$ cat src/rtl/alu_op_sequencer.sv
// -----------------------------------------------------------------------------
// alu_op_sequencer
//
// Upstream command sequencer for the 8-bit sequential ALU (add/sub/Booth
// mul/div). One operation is accepted per cmd valid/ready handshake. The
// sequencer then clears the ALU, walks it through its start/sel/inbus load
// protocol, waits for finish, and returns outbus plus a sticky overflow bit on
// a valid/ready response port. Only one operation is in flight at a time.
//
// Parameters
//   DATA_W   width of inbus/outbus, cmd_a and rsp_data
//   OPB_W    width of the second operand M (cmd_b)
//   TIMEOUT  maximum WAIT cycles before abort (only with the macro below)
//
// Optional feature
//   ALU_SEQ_TIMEOUT_EN  when defined, WAIT is abandoned after TIMEOUT cycles
//                       without finish; the response then carries rsp_err=1
//                       and rsp_data=0. When undefined, rsp_err is tied to 0
//                       and WAIT only exits on finish.
//
// Ports
//   clk, rst                       clock (rising edge), async active-high reset
//   cmd_valid/cmd_ready            command handshake (ready only in IDLE)
//   cmd_op, cmd_a, cmd_b           operation code and operands
//   rsp_valid/rsp_ready            response handshake
//   rsp_data, rsp_of, rsp_err      result, sticky overflow, timeout abort
//   alu_rst, alu_start, alu_sel,   drive side of the ALU load protocol
//   alu_inbus
//   alu_finish, alu_outbus,        ALU completion, result and overflow pulse
//   alu_of_flag
// -----------------------------------------------------------------------------
module alu_op_sequencer #(
  parameter int DATA_W  = 16,
  parameter int OPB_W   = 8,
  parameter int TIMEOUT = 64
) (
  input  logic              clk,
  input  logic              rst,
  input  logic              cmd_valid,
  output logic              cmd_ready,
  input  logic [1:0]        cmd_op,
  input  logic [DATA_W-1:0] cmd_a,
  input  logic [OPB_W-1:0]  cmd_b,
  output logic              rsp_valid,
  input  logic              rsp_ready,
  output logic [DATA_W-1:0] rsp_data,
  output logic              rsp_of,
  output logic              rsp_err,
  output logic              alu_rst,
  output logic              alu_start,
  output logic [1:0]        alu_sel,
  output logic [DATA_W-1:0] alu_inbus,
  input  logic              alu_finish,
  input  logic [DATA_W-1:0] alu_outbus,
  input  logic              alu_of_flag
);

  typedef enum logic [2:0] {
    S_IDLE,
    S_CLR,
    S_LOADA,
    S_GAP,
    S_LOADB,
    S_WAIT,
    S_CAPT,
    S_RESP
  } state_t;

  localparam logic [1:0] OP_DIV = 2'b11;

  state_t              state;
  logic [1:0]          op_q;
  logic [DATA_W-1:0]   a_q;
  logic [OPB_W-1:0]    b_q;

`ifdef ALU_SEQ_TIMEOUT_EN
  localparam int CNT_W = $clog2(TIMEOUT + 1);
  logic [CNT_W-1:0] wait_cnt;
  logic             timed_out;
  logic             err_q;

  assign rsp_err = err_q;
`else
  assign rsp_err = 1'b0;
`endif

  // Every output is registered: the value driven during a state is assigned
  // on the clock edge that enters it.
  // NOTE: state and outputs use non-blocking assignments so every register in
  // this block samples pre-edge values, independent of statement order.
  always_ff @(posedge clk or posedge rst) begin
    if (rst) begin
      state     <= S_IDLE;
      op_q      <= '0;
      a_q       <= '0;
      b_q       <= '0;
      cmd_ready <= 1'b1;
      rsp_valid <= 1'b0;
      rsp_data  <= '0;
      rsp_of    <= 1'b0;
      alu_rst   <= 1'b0;
      alu_start <= 1'b0;
      alu_sel   <= '0;
      alu_inbus <= '0;
`ifdef ALU_SEQ_TIMEOUT_EN
      wait_cnt  <= '0;
      timed_out <= 1'b0;
      err_q     <= 1'b0;
`endif
    end else begin
      // NOTE: the two ALU strobes default low each cycle, so a state that
      // raises one produces a single-cycle pulse without an explicit clear.
      alu_rst   <= 1'b0;
      alu_start <= 1'b0;

      unique case (state)
        S_IDLE: begin
          // cmd_ready is 1 throughout IDLE, so cmd_valid alone is the accept.
          if (cmd_valid) begin
            op_q      <= cmd_op;
            a_q       <= cmd_a;
            b_q       <= cmd_b;
            cmd_ready <= 1'b0;
            alu_rst   <= 1'b1;
            state     <= S_CLR;
          end
        end

        S_CLR: begin
          rsp_of    <= 1'b0;
`ifdef ALU_SEQ_TIMEOUT_EN
          timed_out <= 1'b0;
          err_q     <= 1'b0;
`endif
          alu_start <= 1'b1;
          alu_sel   <= op_q;
          // Divide loads the full A.Q dividend; the others load an 8-bit value.
          alu_inbus <= (op_q == OP_DIV) ? a_q : DATA_W'(a_q[7:0]);
          state     <= S_LOADA;
        end

        S_LOADA: begin
          state <= S_GAP;
        end

        S_GAP: begin
          alu_inbus <= DATA_W'(b_q);
          state     <= S_LOADB;
        end

        S_LOADB: begin
          rsp_of <= rsp_of | alu_of_flag;
`ifdef ALU_SEQ_TIMEOUT_EN
          wait_cnt <= '0;
`endif
          state  <= S_WAIT;
        end

        S_WAIT: begin
          rsp_of <= rsp_of | alu_of_flag;
          if (alu_finish) begin
            state <= S_CAPT;
`ifdef ALU_SEQ_TIMEOUT_EN
          end else if (wait_cnt == CNT_W'(TIMEOUT - 1)) begin
            // This is the TIMEOUT-th cycle spent here without finish.
            timed_out <= 1'b1;
            state     <= S_CAPT;
          end else begin
            wait_cnt <= wait_cnt + CNT_W'(1);
`endif
          end
        end

        S_CAPT: begin
          // Sampled one cycle after finish so the ALU outbus has settled.
          rsp_of    <= rsp_of | alu_of_flag;
`ifdef ALU_SEQ_TIMEOUT_EN
          rsp_data  <= timed_out ? '0 : alu_outbus;
          err_q     <= timed_out;
`else
          rsp_data  <= alu_outbus;
`endif
          rsp_valid <= 1'b1;
          alu_sel   <= '0;
          alu_inbus <= '0;
          state     <= S_RESP;
        end

        S_RESP: begin
          if (rsp_ready) begin
            rsp_valid <= 1'b0;
            cmd_ready <= 1'b1;
            state     <= S_IDLE;
          end
        end

        default: begin
          cmd_ready <= 1'b1;
          rsp_valid <= 1'b0;
          alu_sel   <= '0;
          alu_inbus <= '0;
          state     <= S_IDLE;
        end
      endcase
    end
  end

endmodule

$ cat config.mk
export PLATFORM = sky130hd
export DESIGN_NAME = alu_op_sequencer
export DESIGN_NICKNAME = d
export VERILOG_FILES = /design/src/rtl/alu_op_sequencer.sv
export SDC_FILE = /design/constraint.sdc
export NUM_CORES = 1
export LEC_CHECK = 0
export ABC_AREA = 1
export CELL_PAD_IN_SITES_DETAIL_PLACEMENT = 1
export CELL_PAD_IN_SITES_GLOBAL_PLACEMENT = 1
export CORE_ASPECT_RATIO = 0.75
export CORE_MARGIN = 1
export CORE_UTILIZATION = 36
export CTS_CLUSTER_DIAMETER = 40
export DETAILED_ROUTE_END_ITERATION = 8
export HOLD_SLACK_MARGIN = 0.03
export PLACE_DENSITY_LB_ADDON = 0.1
export SLEW_MARGIN = 40
export SYNTH_ARGS = -nofsm -noshare
export SYNTH_HDL_FRONTEND = slang
export SYNTH_SLANG_ARGS = --single-unit
$ cat constraint.sdc
create_clock -name clk -period 3.47 [get_ports clk]
set_input_delay 0.694 -clock clk [delete_from_list [all_inputs] [get_ports clk]]
set_output_delay 0.694 -clock clk [all_outputs]
set_load 0.01 [all_outputs]
-- After elaboration in Yosys (flattened, before gate mapping)
Index checks and enable logic that the tools add are counted.
W data, S select, Z words.
- bitwise operators: 1
- muxes and demuxes: 16
- equal/unequal tests: 11
- reduce and logical (&&, ||, !) cells: 11
- operator list (operator ; number):
    $pmux W16 S3 ; 1
    $pmux W3 S8 ; 1
    $mux W16 ; 1
    $eq A3 B3 Y1 const B ; 4
    $mux W3 ; 3
    $reduce_bool A2 Y1 ; 4
    $eq A3 B2 Y1 const B ; 2
    $mux W1 ; 6
    $ne A2 B2 Y1 const B ; 3
    $pmux W1 S2 ; 3
    $reduce_and A3 Y1 ; 2
    $pmux W2 S2 ; 1
    $reduce_and A2 Y1 ; 2
    $eq A3 B1 Y1 const B ; 1
    $logic_not A3 Y1 ; 1
    $reduce_bool A3 Y1 ; 1
    $reduce_or A3 Y1 ; 1
    $eq A2 B2 Y1 const B ; 1
    $or A1 B1 Y1 ; 1
- bits of input ports: 48
- output and inout bits: 40
- register bits after elaboration: 68

-- Depth between registers and ports, before layout
- word-level depth: 3
- mapped depth: 8

-- Worst setup path before layout
Ideal clock, no wire load.
- kind: input-to-reg
- start point: in cmd_valid
- end point: reg a_q[2]
- buffers on the path: 1
- arrival: 1127 ps
- setup slack: 2217 ps
- cell stages on the path: 4
- data required time: 3344 ps
- path through: nand3_1 -> inv_2 -> buf_2 -> o21ai_0
- longest elaborated chain between the ends: 1
- RTL lines (element ; line ; RTL):
    start: declaration ; 39 ; input logic cmd_valid,
    $reduce_and A2 Y1 (no line) ; - ;
    end signal: assignment ; 121 ; a_q <= cmd_a;
    end: declaration ; 73 ; logic [DATA_W-1:0] a_q;
No other way between the ends.
A chain may end at the register's enable or synchronous reset.

-- Worst setup path after layout
- start point: in cmd_valid
- end point: reg a_q[5]
The elaborated chain is that of the path after synthesis.

==> out/qor.txt <==
Status -> finished, final reports clean
Layout Skew -> 6.08 ps
GRT Overall Usage -> 0.199
Site Rows -> 27
Die Wd -> 103 um
Worst rel slew slack -> 0.571
Seq pwr share -> 0.388
Final net count -> 457
Synth Net Count -> 371
Hold buffers post-CTS -> 0
Worst endpoint required time -> 3710 ps
Clock slew at reported path FFs -> 70 ps
# diodes -> 0
Most common library cells after synthesis -> nand2_1, dfrtp_1, inv_1
Final Hold Fails -> 0
Root Buffer -> clkbuf_8
Final WS setup -> 1280 ps
Critical-path top delay cell -> inv_2
Vias after detailed routing -> 2,358
Initial antenna violation count -> 0
Power per standard cell area -> 876 nW/um^2
Final setup fails -> 0
Synth area leaders -> dfrtp_1, nand2_1, o21ai_0, nand3_1, inv_1
First-pass DRT Iterations -> 4
Count leader, synth -> nand2_1
Netlist cell types -> 20
Sequential cell area fraction in the yosys report -> 0.613
I/O Buffers -> 86
DP Worst Slack -> 955 ps
Post-Place Cells -> 499
Main flop type after synthesis -> dfrtp_1
Synth Warn # -> 0
Max Cap Viol -> 0
Global route total overflow -> 0
First-pass GRT wire length -> 11,900 um
CTS tree -> done
Drt wl/cell -> 14.1 um
Final Max Slew Viols -> 0
Synthesized flop and latch total -> 68
Layout cells sized above 1 -> 0.0676
WP data arrival -> 2430 ps
Gate power share -> 0.404
Syn Area/Cell -> 8.60 um^2
# resized after CTS -> 0
DRC violations left -> 0
Max rail drop VDD -> 384 uV
Area delta synth->final -> 41.7%
Initial core utilization -> 0.375
NetSw -> 1.25 mW
Slew @ Worst Pin -> 643 ps
Internal -> 2.19 mW
RR Startpoint -> state[0]$_DFFE_PP0P_
CTS buffer count -> 9
Drt first-iter violations -> 78
Worst hold path type -> flip-flop to flip-flop
Area leader, netlist -> dfrtp_1
Finished Layout Cells -> 515
Die area -> 8070 um^2
Crit-path max FO -> 44
CP endpoint kind -> flip-flop
Die H -> 78.1 um
Post-DRT Antenna Nets -> 0
Crit-path cells -> clkdlybuf4s50_1 -> nand3_1 -> inv_2 -> nand2_1 -> o21ai_0
Largest stage delay on the critical path -> 610 ps
EDFF count, synth -> 0
I/O pin count -> 88
Synthesized cell area -> 2780 um^2
Clock latency on the worst-skew pair -> 340 ps
LEAKAGE -> 1.95 nW
Kind of critical path -> input pin to flip-flop
Crit start category -> input pin
Vias in the first global route -> 2,488
Ys async rst share -> 1.00
Unrepaired setup endpoints after global routing -> false
Post-CTS Setup Inserts -> 0
Pin count of the biggest net entering global routing -> 45
Setup TNS -> 0 ps
GPL Wtd Cong -> 0.709
Final HPWL DP -> 5020 um
CTS Buffer Depth -> 2
Post-Synthesis Cells -> 323
Core Area -> 7400 um^2
Launch point of the worst path -> cmd_valid
Final WL -> 7260 um
Vias/cell -> 4.58
Clk network pwr share -> 0.208
Period minus WS final -> 2190 ps
Switch share -> 0.363
Clock Sink Count -> 68
Share of the synthesized area in the top cell type -> 0.604
Final period util -> 0.630
HP Start -> alu_inbus[9]$_DFFE_PP0P_
Max Clock Freq -> 457 MHz
H-tree depth -> 3
[layout make-up]
type / count / area [um^2]
Multi-Input combinational cell: 208 / 868
Clock buffer: 11 / 141
Inverter: 33 / 125
Sequential cell: 68 / 1700
Tap cell: 101 / 126
Fill cell: 891 / 3460
Timing Repair Buffer: 89 / 896
Clock inverter: 5 / 75.1
[through the flow]
step	power, mW	util	hold WS, ps	cell area, um^2
global route	3.71	0.532	492	3940
floorplan	2.11	-	449	2780
global placement	2.68	0.502	456	3710
detailed placement	2.75	0.502	457	3720
finish	3.45	0.532	471	3940
CTS	3.49	0.532	476	3930
[power by group through the flow]
stage	registers, mW	clock network, mW	logic [mW]
2_1_floorplan	1.41	0	0.700
3_3_place_gp	1.34	0	1.34
3_5_place_dp	1.35	0	1.40
4_1_cts	1.34	0.738	1.41
5_1_grt	1.37	0.764	1.58
6_report	1.34	0.717	1.39
[worst max-delay path, delay by kind of cell]
family	cells	cell delay (ps)
buf+inv	2	1100
simple gates	2	480
compound gates	1	130
[flip-flops by register name, summed over array words and instances (netlist names), 2 cells and up]
name,flops
a_q,16
alu_inbus,16
alu_sel,2
b_q,8
op_q,2
rsp_data,16
state,3
[path summary, 6_finish.rpt]
check | to | slack, ps | cells after the start
worst min-delay path | alu_inbus[9]$_DFFE_PP0P_ | 470 | 2
worst max-delay path | a_q[5]$_DFFE_PP0P_ | 1280 | 5
max in group asynchronous | cmd_ready$_DFFE_PP1P_ | 2070 | 3
worst max register to register | a_q[5]$_DFFE_PP0P_ | 1410 | 5
worst min register to register | alu_inbus[9]$_DFFE_PP0P_ | 470 | 2
min in group asynchronous | rsp_data[4]$_DFFE_PP0P_ | 740 | 2
[metal layers]
layer	track usage	vias up	wire, um
li1	-	1156	-
met1	0.273	1143	3510
met2	0.307	57	3380
met3	0.0606	2	337
met4	0.0507	0	30
met5	0	-	0
[cell families after synthesis]
kind of cell / synth area share
other cells: 0.00135
buf+inv: 0.0752
simple gates: 0.264
flops: 0.613
compound gates: 0.0468
[cells in the final DEF, fill, tap and decap left out, drive strengths merged]
cell / instances
clkdlybuf4s50: 86
nand2: 124
buf: 3
conb: 1
dfrtp: 67
clkinv: 4
clkbuf: 11
dfstp: 1
o21ai: 24
inv: 32
nor2: 30
and2: 1
nand4: 2
bufinv: 2
nand3: 23
nor3: 1
a21oi: 2
Note: power is estimated with default switching activity, not from simulation.
